$ cat config.mk
export PLATFORM = sky130hd
export DESIGN_NAME = forward_hazard_ctrl_flat
export DESIGN_NICKNAME = d
export VERILOG_FILES = /design/src/rtl/forward_hazard_ctrl_pkg.sv /design/src/rtl/forward_hazard_ctrl_if.sv /design/src/rtl/forward_hazard_ctrl_fwd_select.sv /design/src/rtl/forward_hazard_ctrl.sv /design/src/flat_wrapper.sv
export SDC_FILE = /design/constraint.sdc
export NUM_CORES = 1
export LEC_CHECK = 0
export CORE_MARGIN = 5
export CORE_UTILIZATION = 30
export DETAILED_ROUTE_END_ITERATION = 8
export PLACE_DENSITY = 0.59
export SETUP_SLACK_MARGIN = 0.4
export SKIP_LAST_GASP = 1
export SLEW_MARGIN = 20
export SYNTH_ARGS = -nofsm -noshare
export SYNTH_HDL_FRONTEND = slang
export SYNTH_SLANG_ARGS = --single-unit
$ cat constraint.sdc
create_clock -name i_clk -period 2.5 [get_ports i_clk]
set_input_delay 0.5 -clock i_clk [delete_from_list [all_inputs] [get_ports i_clk]]
set_output_delay 0.5 -clock i_clk [all_outputs]
set_load 0.01 [all_outputs]
$ cat src/rtl/forward_hazard_ctrl_pkg.sv
// Shared encodings and shadow-slot layout for the EX-stage forwarding/hazard controller.
package forward_hazard_ctrl_pkg;

    localparam int REG_W   = 5;
    localparam int CORTO_W = 3;

    localparam logic [CORTO_W-1:0] CORTO_REG   = 3'b000;
    localparam logic [CORTO_W-1:0] CORTO_EXMEM = 3'b001;
    localparam logic [CORTO_W-1:0] CORTO_MEMWB = 3'b010;

    typedef struct packed {
        logic             valid;
        logic [REG_W-1:0] dest;
        logic             memread;
    } slot_t;

endpackage

$ cat src/rtl/forward_hazard_ctrl_if.sv
// ID-stage request and EX-mux/stall response bundle of the forwarding/hazard controller.
interface forward_hazard_ctrl_if #(
    parameter int BITS_REG           = 5,
    parameter int BITS_CORTOCIRCUITO = 3,
    parameter int BITS_COUNT         = 32
);
    logic                          i_halt;
    logic                          i_flush;
    logic [BITS_REG-1:0]           i_id_rs;
    logic [BITS_REG-1:0]           i_id_rt;
    logic                          i_id_use_rs;
    logic                          i_id_use_rt;
    logic [BITS_REG-1:0]           i_id_dest;
    logic                          i_id_regwrite;
    logic                          i_id_memread;
    logic [BITS_CORTOCIRCUITO-1:0] o_corto_register_A;
    logic [BITS_CORTOCIRCUITO-1:0] o_corto_register_B;
    logic                          o_stall_pc;
    logic                          o_stall_ifid;
    logic                          o_bubble_idex;
    logic [BITS_COUNT-1:0]         o_stall_count;

    modport master (
        output i_halt, i_flush, i_id_rs, i_id_rt, i_id_use_rs, i_id_use_rt,
               i_id_dest, i_id_regwrite, i_id_memread,
        input  o_corto_register_A, o_corto_register_B, o_stall_pc, o_stall_ifid,
               o_bubble_idex, o_stall_count
    );

    modport slave (
        input  i_halt, i_flush, i_id_rs, i_id_rt, i_id_use_rs, i_id_use_rt,
               i_id_dest, i_id_regwrite, i_id_memread,
        output o_corto_register_A, o_corto_register_B, o_stall_pc, o_stall_ifid,
               o_bubble_idex, o_stall_count
    );
endinterface

$ cat src/rtl/forward_hazard_ctrl_fwd_select.sv
// Forwarding select for one ALU source against the EX and MEM shadow slots.
module fwd_select
    import forward_hazard_ctrl_pkg::*;
(
    input  logic [REG_W-1:0]   src,
    input  logic               use_src,
    input  logic               ex_valid,
    input  logic [REG_W-1:0]   ex_dest,
    input  logic               mem_valid,
    input  logic [REG_W-1:0]   mem_dest,
    output logic [CORTO_W-1:0] sel
);
    always_comb begin
        sel = CORTO_REG;
        // EX is checked first so the newest producer wins; r0 is never forwarded.
        if (use_src && (src != '0)) begin
            if (ex_valid && (src == ex_dest)) begin
                sel = CORTO_EXMEM;
            end else if (mem_valid && (src == mem_dest)) begin
                sel = CORTO_MEMWB;
            end
        end
    end
endmodule

$ cat src/rtl/forward_hazard_ctrl.sv
// Forwarding/hazard controller: shadow scoreboard, load-use stall, flush/halt priority, stall counter.
module forward_hazard_ctrl
    import forward_hazard_ctrl_pkg::*;
#(
    parameter int BITS_REG           = REG_W,
    parameter int BITS_CORTOCIRCUITO = CORTO_W,
    parameter int BITS_COUNT         = 32
) (
    input logic                  i_clk,
    input logic                  i_reset_n,
    forward_hazard_ctrl_if.slave bus
);
    slot_t                         id_slot;
    slot_t                         ex_q;
    logic                          mem_valid_q;
    logic [BITS_REG-1:0]           mem_dest_q;
    logic [BITS_CORTOCIRCUITO-1:0] sel_a_d, sel_b_d;
    logic [BITS_CORTOCIRCUITO-1:0] sel_a_q, sel_b_q;
    logic [BITS_COUNT-1:0]         count_q;
    logic                          load_use;
    logic                          kill;

    always_comb begin
        id_slot.valid   = bus.i_id_regwrite && (bus.i_id_dest != '0);
        id_slot.dest    = bus.i_id_dest;
        id_slot.memread = bus.i_id_memread;
    end

    assign load_use = ex_q.valid && ex_q.memread &&
                      ((bus.i_id_use_rs && (bus.i_id_rs == ex_q.dest)) ||
                       (bus.i_id_use_rt && (bus.i_id_rt == ex_q.dest)));
    assign kill = bus.i_flush || load_use;

    fwd_select u_fwd_a (
        .src       (bus.i_id_rs),
        .use_src   (bus.i_id_use_rs),
        .ex_valid  (ex_q.valid),
        .ex_dest   (ex_q.dest),
        .mem_valid (mem_valid_q),
        .mem_dest  (mem_dest_q),
        .sel       (sel_a_d)
    );

    fwd_select u_fwd_b (
        .src       (bus.i_id_rt),
        .use_src   (bus.i_id_use_rt),
        .ex_valid  (ex_q.valid),
        .ex_dest   (ex_q.dest),
        .mem_valid (mem_valid_q),
        .mem_dest  (mem_dest_q),
        .sel       (sel_b_d)
    );

    // WB never forwards (regfile writes before it reads), so only EX and MEM are held.
    always_ff @(posedge i_clk or negedge i_reset_n) begin
        if (!i_reset_n) begin
            ex_q        <= '0;
            mem_valid_q <= 1'b0;
            mem_dest_q  <= '0;
            sel_a_q     <= CORTO_REG;
            sel_b_q     <= CORTO_REG;
            count_q     <= '0;
        end else if (!bus.i_halt) begin
            ex_q        <= kill ? '0 : id_slot;
            mem_valid_q <= ex_q.valid;
            mem_dest_q  <= ex_q.dest;
            sel_a_q     <= kill ? CORTO_REG : sel_a_d;
            sel_b_q     <= kill ? CORTO_REG : sel_b_d;
            // A flushed consumer is dead, so its would-be stall is not counted.
            if (load_use && !bus.i_flush && (count_q != '1)) begin
                count_q <= count_q + BITS_COUNT'(1);
            end
        end
    end

    assign bus.o_stall_pc         = bus.i_halt || (load_use && !bus.i_flush);
    assign bus.o_stall_ifid       = bus.i_halt || (load_use && !bus.i_flush);
    assign bus.o_bubble_idex      = !bus.i_halt && kill;
    assign bus.o_corto_register_A = sel_a_q;
    assign bus.o_corto_register_B = sel_b_q;
    assign bus.o_stall_count      = count_q;
endmodule

$ cat src/flat_wrapper.sv
// flat-port wrapper written by rule: the top's interface ports become plain ports
module forward_hazard_ctrl_flat import forward_hazard_ctrl_pkg::*;
#(
    parameter int BITS_REG           = REG_W,
    parameter int BITS_CORTOCIRCUITO = CORTO_W,
    parameter int BITS_COUNT         = 32
)
  (i_clk, i_reset_n, bus_i_halt, bus_i_flush, bus_i_id_rs, bus_i_id_rt, bus_i_id_use_rs, bus_i_id_use_rt, bus_i_id_dest, bus_i_id_regwrite, bus_i_id_memread, bus_o_corto_register_A, bus_o_corto_register_B, bus_o_stall_pc, bus_o_stall_ifid, bus_o_bubble_idex, bus_o_stall_count);
  forward_hazard_ctrl_if #(.BITS_REG(BITS_REG), .BITS_CORTOCIRCUITO(BITS_CORTOCIRCUITO), .BITS_COUNT(BITS_COUNT)) bus_i ();
  input logic i_clk;
  input logic i_reset_n;
  input wire logic [$bits(bus_i.i_halt)-1:0] bus_i_halt;
  input wire logic [$bits(bus_i.i_flush)-1:0] bus_i_flush;
  input wire logic [$bits(bus_i.i_id_rs)-1:0] bus_i_id_rs;
  input wire logic [$bits(bus_i.i_id_rt)-1:0] bus_i_id_rt;
  input wire logic [$bits(bus_i.i_id_use_rs)-1:0] bus_i_id_use_rs;
  input wire logic [$bits(bus_i.i_id_use_rt)-1:0] bus_i_id_use_rt;
  input wire logic [$bits(bus_i.i_id_dest)-1:0] bus_i_id_dest;
  input wire logic [$bits(bus_i.i_id_regwrite)-1:0] bus_i_id_regwrite;
  input wire logic [$bits(bus_i.i_id_memread)-1:0] bus_i_id_memread;
  output wire logic [$bits(bus_i.o_corto_register_A)-1:0] bus_o_corto_register_A;
  output wire logic [$bits(bus_i.o_corto_register_B)-1:0] bus_o_corto_register_B;
  output wire logic [$bits(bus_i.o_stall_pc)-1:0] bus_o_stall_pc;
  output wire logic [$bits(bus_i.o_stall_ifid)-1:0] bus_o_stall_ifid;
  output wire logic [$bits(bus_i.o_bubble_idex)-1:0] bus_o_bubble_idex;
  output wire logic [$bits(bus_i.o_stall_count)-1:0] bus_o_stall_count;
  assign bus_i.i_halt = bus_i_halt;
  assign bus_i.i_flush = bus_i_flush;
  assign bus_i.i_id_rs = bus_i_id_rs;
  assign bus_i.i_id_rt = bus_i_id_rt;
  assign bus_i.i_id_use_rs = bus_i_id_use_rs;
  assign bus_i.i_id_use_rt = bus_i_id_use_rt;
  assign bus_i.i_id_dest = bus_i_id_dest;
  assign bus_i.i_id_regwrite = bus_i_id_regwrite;
  assign bus_i.i_id_memread = bus_i_id_memread;
  assign bus_o_corto_register_A = bus_i.o_corto_register_A;
  assign bus_o_corto_register_B = bus_i.o_corto_register_B;
  assign bus_o_stall_pc = bus_i.o_stall_pc;
  assign bus_o_stall_ifid = bus_i.o_stall_ifid;
  assign bus_o_bubble_idex = bus_i.o_bubble_idex;
  assign bus_o_stall_count = bus_i.o_stall_count;
  forward_hazard_ctrl #(.BITS_REG(BITS_REG), .BITS_CORTOCIRCUITO(BITS_CORTOCIRCUITO), .BITS_COUNT(BITS_COUNT)) u_core (.i_clk(i_clk), .i_reset_n(i_reset_n), .bus(bus_i));
endmodule
==> summary.md, run 1 <==
| Metric | Value |
|---|---|
| Chip height | `104 µm` |
| Worst vdd ir | `0.241 mV` |
| Core area | `0.00868 mm²` |
| FF+latch count, synth | `49` |
| Final nets | `374` |
| Final Hold Fails | `0` |
| CP max stage cell | `dfrtp_2` |
| Post-Route WL | `6850 µm` |
| Area Growth Syn to Fin | `44.7%` |
| FMAX | `0.429 GHz` |
| Cells after Synth | `252` |
| Post-CTS Hold Fix Bufs | `0` |
| CP endpoint kind | `primary output` |
| Cell family with most CP delay | `simple AND/OR/NAND/NOR gates` |
| Std cell rows | `34` |
| Root Buffer | `clkbuf_8` |
| Top-area cell type share of the netlist area | `45.9%` |
| Die Wd | `104 µm` |
| Post-synth EDFFs | `0` |
| Average wire per standard cell | `15.0 µm` |
| Max_cap viols | `0` |
| Reg2reg path depth | `9` |
| # diodes | `0` |
| DRT antenna net count | `0` |
| Clock period minus worst slack | `2.33 ns` |
| Worst EP arrival | `1.83 ns` |
| Mux contribution to synthesized area | `2.95%` |
| GPL Wtd Cong | `0.856` |
| Clock sinks | `49` |
| Vias/cell | `4.91` |
| Critical path, cell by cell | `xor2_1 > nor3_2 > nand4_4 > nand2_4 > a31oi_4 > nor2_1 > buf_2` |
| Largest net degree at the start of global routing | `29` |
| Status | `complete, no violations` |
| Largest family of logic cells by synthesized area | `simple AND/OR/NAND/NOR gates` |
| Crit Path Max Fanout | `4` |
| Final WS setup | `0.170 ns` |
| Type of the tightest min-delay check | `in -> async` |
| Post-place setup slack | `-0.486 ns` |
| Synth cell types | `46` |
| Req. time, crit path | `2.00 ns` |
| Post-detail-place hpwl | `5180 µm` |
| Yosys top cell by area | `dfrtp_1` |
| First-pass detailed-route iteration total | `4` |
| Post-route DRC | `0` |
| Avg Synthesized Cell Area | `10.6 µm²` |
| Clock transition at the registers of the reported paths | `0.09 ns` |
| RSZ-0062 raised after global routing | `true` |
| Worst slew pin tran | `0.600 ns` |
| Clk_lat worst skew | `0.30 ns` |
| Num CTS Buffers | `5` |
| Clock Skews | `0.0122 ns` |
| Vias in the first global route | `2245` |
| Rel. slew slack | `60.0%` |
| Initial antenna violation count | `0` |
| Final Setup Violations | `0` |
| Top_reg_cell synth | `dfrtp_1` |
| WHS | `0.198 ns` |
| Tot GR Track Use | `12.7%` |
| Global-route wire length before repair | `11400 µm` |
| Type of origin of the critical path | `flip-flop` |
| Critical path depth | `7` |
| Clk buf depth | `2` |
| Crit path kind | `reg -> out` |
| Share of cells above drive strength 1 | `24.6%` |
| TritonCTS clock tree | `built` |
| Initial DRC Count | `106` |
| Io pins | `64` |
| YS warnings | `0` |
| Final Cycle Share | `93.2%` |
| Async S/R FF share, synth | `100%` |
| Leakage | `1.61 nW` |
| Pwr Density | `398 mW/mm²` |
| Seq/Total Area, Yosys | `45.9%` |
| Fillers | `879` |
| Largest cells by area after synthesis | `dfrtp_1 46%, xnor2_1 11%, xor2_1 5.6%, nand4_1 4.2%, nand3_1 3.8%` |
| Post-Synth XOR/XNOR Area | `16.4%` |
| H-tree depth | `2` |
| Simple-gate share of the synthesized area | `24.1%` |
| Port bufs | `61` |
| Fin. max-slew vios | `0` |
| Synth Area in Compound Gates | `7.13%` |
| Total number of vias | `2247` |
| Mapped Area | `0.00267 mm²` |
| WP buf/inv | `1` |
| Setup tns final | `0 ns` |
| Total congestion overflow | `0` |
| Max incr delay on CP | `0.46 ns` |
| Initial Util | `30.8%` |
| DIE AREA | `0.0109 mm²` |
| Synth Area in Adders | `0.469%` |
cell type report:
| class | instances | area (µm²) | area share [%] |
|---|---|---|---|
| Clock buffer | 7 | 86.3 | 2.24 |
| Timing Repair Buffer | 100 | 905 | 23.4 |
| Sequential cell | 49 | 1230 | 31.9 |
| Multi-Input combinational cell | 190 | 1490 | 38.6 |
| Tap cell | 108 | 135 | 3.50 |
| Inverter | 4 | 15.0 | 0.389 |
sequential cells by signal, indices dropped and copies added, names as in the netlist:
register and count:
u_core.bus.o_stall_count 32, u_core.ex_q 7, u_core.mem_dest_q 5, u_core.bus.o_corto_register_A 2, u_core.bus.o_corto_register_B 2, u_core.mem_valid_q 1
per-layer routing:
metal / GRT usage [%] / part of all wire (%) / vias to the layer above
met2: 20.0 / 48 / 51
li1: - / - / 1097
met5: 0 / 0 / -
met1: 17.4 / 45 / 1090
met4: 4.53 / 1.8 / 0
met3: 2.30 / 4.5 / 9
through the flow:
| step | instances | utilization, % | area (µm²) | total power, W |
|---|---|---|---|---|
| finish | 458 | 44.5 | 3860 | 0.00154 |
| detailed placement | 440 | 41.2 | 3570 | 0.00106 |
| CTS | 453 | 43.0 | 3730 | 0.00154 |
| floorplan | 253 | - | 2670 | 0.000943 |
| global placement | 440 | 41.2 | 3570 | 0.00106 |
| global route | 458 | 44.5 | 3860 | 0.00162 |
final timing paths:
path | from | end | slack [ns]
worst max-delay path | u_core.ex_q[5]$_DFFE_PN0N_ | bus_o_bubble_idex | 0.17
worst min-delay path | i_reset_n | u_core.bus.o_stall_count[2]$_DFFE_PN0P_ | 0.20
worst max register to register | u_core.ex_q[5]$_DFFE_PN0N_ | u_core.bus.o_stall_count[31]$_DFFE_PN0P_ | 0.23
worst min register to register | u_core.bus.o_corto_register_A[0]$_DFFE_PN0N_ | u_core.bus.o_corto_register_A[0]$_DFFE_PN0N_ | 0.48
max in group asynchronous | i_reset_n | u_core.ex_q[1]$_DFFE_PN0N_ | 1.75
min in group i_clk | u_core.bus.o_corto_register_A[0]$_DFFE_PN0N_ | u_core.bus.o_corto_register_A[0]$_DFFE_PN0N_ | 0.48
report_power, final:
part	leakage, nW	internal (W)	switching (W)	total [W]
Sequential	0.668	0.000813	0.0000308	0.000844
Combinational	0.893	0.000116	0.000102	0.000218
Clock	0.0443	0.000220	0.000253	0.000473
Total	1.61	0.00115	0.000386	0.00154
synthesized netlist by cell type, types with 2 or more instances:
cell type  instances
dfrtp_1           49
xnor2_1           33
nand2_1           23
nand3_1           20
nand4_1           18
xor2_1            17
o21ai_0            9
and3_1             6
mux2_2             6
nand2b_1           6
nor2_1             6
nor3_1             5
buf_4              4
inv_1              4
a31oi_1            3
clkbuf_1           3
nor4_1             3
or4_1              3
and2_1             2
and4_1             2
buf_2              2
nor3_2             2
nor4_2             2
o41ai_1            2
logic make-up (layout without fill, tap and decap cells):
kind of cell | count (synthesis) | after routing
AND/OR/NAND/NOR | 107 | 107
XOR/XNOR | 50 | 50
flip-flops | 49 | 49
AO/OA/AOI/OAI | 23 | 23
buffers and inverters | 14 | 111
multiplexers | 7 | 7
adder cells (fa/ha/maj) | 1 | 1
other | 1 | 2
repair_timing:
action | CTS | global route
pin swaps | 16 | 20
endpoints found under the setup margin | 28 | 32
gates resized for setup | 35 | 19
buffers inserted | 6 | 5
placed cells by master, fill, tap and decap left out, types with 3 or more instances in the layout:
cell type / count
nand4_1: 18
or4_1: 3
clkdlybuf4s15_1: 3
dfrtp_1: 46
nor3_1: 5
buf_4: 33
clkbuf_8: 6
xor2_1: 17
dfrtp_2: 3
inv_1: 4
buf_6: 5
nand2b_1: 6
nand3_2: 5
and3_1: 6
nand3_1: 15
nand2_1: 21
mux2_2: 6
xnor2_1: 29
clkdlybuf4s50_1: 46
o21ai_0: 9
buf_2: 4
nor4_1: 3
nor2_1: 5
xnor2_2: 4
dlygate4sd2_1: 8
(Power assumes the default switching activity.)
==> run 2: changes to the inputs <==
--- a/config.mk
+++ b/config.mk
@@ -5,10 +5,12 @@
 export SDC_FILE = /design/constraint.sdc
 export NUM_CORES = 1
 export LEC_CHECK = 0
+export ABC_CLOCK_PERIOD_IN_PS = 2500
 export CORE_MARGIN = 5
-export CORE_UTILIZATION = 30
+export CORE_UTILIZATION = 43
 export DETAILED_ROUTE_END_ITERATION = 8
-export PLACE_DENSITY = 0.59
+export GPL_TIMING_DRIVEN = 0
+export PLACE_DENSITY = 0.77
 export SETUP_SLACK_MARGIN = 0.4
 export SKIP_LAST_GASP = 1
 export SLEW_MARGIN = 20
==> summary.md, run 2 (same netlist as run 1, synthesis figures left out) <==
| Metric | Value |
|---|---|
| Total congestion overflow | `0` |
| Root Buffer | `clkbuf_8` |
| Most frequent cells in the layout | `47 x clkdlybuf4s50_1, 47 x dfrtp_1, 31 x xnor2_1` |
| DIE AREA | `0.00788 mm²` |
| Share of cells above drive strength 1 | `22.1%` |
| Core area | `0.00599 mm²` |
| RSZ-0062 raised after global routing | `true` |
| Register Area | `0.00123 mm²` |
| Cell Area, Placed | `0.00340 mm²` |
| WP buf/inv | `3` |
| Post-Route WL | `6690 µm` |
| Largest register FFs | `32` |
| H-tree depth | `2` |
| CP endpoint kind | `primary output` |
| Status | `complete, no violations` |
| WHS | `0.201 ns` |
| # diodes | `0` |
| Pint | `0.00113 W` |
| Total number of vias | `2248` |
| Area Growth Syn to Fin | `41.1%` |
| Leakage | `1.57 nW` |
| Clock Skews | `0.0111 ns` |
| Chip height | `88.8 µm` |
| Fin. max-slew vios | `0` |
| Initial Util | `44.5%` |
| FMAX | `0.421 GHz` |
| Critical path, cell by cell | `clkdlybuf4s15_1 > xor2_1 > nor3_2 > nand4_4 > nand2_4 > a41o_1 > buf_4 > buf_6` |
| Seq pwr share | `54.5%` |
| Initial antenna violation count | `0` |
| Clock transition at the registers of the reported paths | `0.10 ns` |
| Die Wd | `88.8 µm` |
| Reg2reg path depth | `11` |
| Crit Path Max Fanout | `3` |
| Vias in the first global route | `2217` |
| Final nets | `367` |
| P_sw | `0.000411 W` |
| Clk buf depth | `2` |
| Crit path kind | `in -> out` |
| Worst EP arrival | `1.88 ns` |
| Clock sinks | `49` |
| Clock period minus worst slack | `2.38 ns` |
| Initial DRC Count | `83` |
| Setup tns final | `0 ns` |
| Cell family with most CP delay | `simple AND/OR/NAND/NOR gates` |
| Reg-to-Reg Start | `u_core.ex_q[3]$_DFFE_PN0N_` |
| Rel. slew slack | `59.1%` |
| Area of the multi-input gates | `0.00147 mm²` |
| Max incr delay on CP | `0.30 ns` |
| Global-route wire length before repair | `10400 µm` |
| Worst slew pin tran | `0.614 ns` |
| Clock share of power | `30.6%` |
| Type of the tightest min-delay check | `in -> async` |
| GPL Wtd Cong | `0.840` |
| Pwr Density | `409 mW/mm²` |
| Vias/cell | `5.37` |
| Std cell rows | `28` |
| First-pass detailed-route iteration total | `4` |
| Post-detail-place hpwl | `4800 µm` |
| Io pins | `64` |
| Clk_lat worst skew | `0.31 ns` |
| Final Hold Fails | `0` |
| Largest net degree at the start of global routing | `26` |
| Tot GR Track Use | `17.0%` |
| Average wire per standard cell | `16.0 µm` |
| TritonCTS clock tree | `built` |
| Post-route cell area | `0.00377 mm²` |
| CP max stage cell | `nor3_2` |
| Req. time, crit path | `2.00 ns` |
| Max_cap viols | `0` |
| Port bufs | `61` |
| Final Cycle Share | `95.1%` |
| Num CTS Buffers | `5` |
| Switching share of power | `26.7%` |
| Type of origin of the critical path | `primary input` |
| Worst vdd ir | `0.261 mV` |
| Worst R2R Setup Slack | `0.29 ns` |
| Reg-to-Reg End | `u_core.bus.o_corto_register_A[1]$_DFFE_PN0N_` |
| Final Setup Violations | `0` |
| Logic pwr share | `14.9%` |
| Fillers | `459` |
| Post-route DRC | `0` |
| DRT antenna net count | `0` |
[run 2: cell count changes in the layout (fill, tap and decap cells not counted), moves of 3 or more]
cell     before  now
buf_4        33   21
nand3_1      15   19
nand3_2       5    2
xor2_1       17   14
xor2_2        0    3
[run 2: what timing repair did]
action / 4_1_cts / 5_1_grt
pin swaps: 14 / 10
hold buffers: 0 / 0
hold endpoints to repair: 0 / 0
cloned: 0 / 1
endpoints found under the setup margin: 36 / 42
setup buffers: 14 / 6
gates resized for setup: 37 / 20
[run 2: worst register-to-register path: stages (launching register included)]
cell	delay, ns
dfrtp_1	0.42
buf_4	0.16
xor2_2	0.13
nor2_2	0.08
nand3_4	0.11
nand2_4	0.06
buf_4	0.13
buf_4	0.13
buf_4	0.15
a31o_1	0.22
buf_4	0.17
o41ai_1	0.34
[run 2: area by class of cell]
class                   instances  share of cell area, %
clock inverters                 2                  0.399
inverters                       4                  0.399
flip-flops and latches         49                   32.6
clock buffers                   6                   1.93
multi-input cells             190                   39.0
repair buffers                 83                   21.3
plain buffers                  10                   1.89
well taps                      75                   2.49
[run 2: power groups by stage]
| stage | combinational [W] | sequential (W) | clock [W] |
|---|---|---|---|
| floorplan | 0.0000968 | 0.000846 | 0 |
| global placement | 0.000178 | 0.000852 | 0 |
| detailed placement | 0.000187 | 0.000852 | 0 |
| CTS | 0.000208 | 0.000838 | 0.000475 |
| global route | 0.000248 | 0.000841 | 0.000512 |
| finish | 0.000229 | 0.000839 | 0.000470 |
[run 2: worst max path at each step]
stage	start	end	depth (start not counted)
6_report	bus_i_id_rs[2]	bus_o_stall_pc	8
5_1_grt	u_core.ex_q[5]$_DFFE_PN0N_	bus_o_stall_pc	7
4_1_cts	u_core.ex_q[2]$_DFFE_PN0N_	bus_o_stall_pc	7
3_3_place_gp	bus_i_id_rs[2]	bus_o_stall_pc	8
2_1_floorplan	bus_i_id_rs[2]	bus_o_stall_pc	6
3_5_place_dp	bus_i_id_rs[2]	bus_o_stall_pc	8
[run 2: routing by layer]
layer / part of all wire, % / vias to the layer above / GRT usage [%]
met5: 0 / - / 0
met4: 0.72 / 0 / 4.26
met3: 5.3 / 7 / 4.28
met2: 49 / 47 / 27.4
met1: 45 / 1109 / 22.8
li1: - / 1085 / -
[run 2: stage by stage]
stage,worst slack [ns],total power (W),cells,utilization (%)
after floorplan,0.405,0.000943,253,-
after global placement,-0.715,0.00103,389,56.4
after detailed placement,-0.728,0.00104,390,56.7
after CTS,0.102,0.00152,412,60.5
after global routing,0.0343,0.00160,419,62.9
final,0.122,0.00154,419,62.9
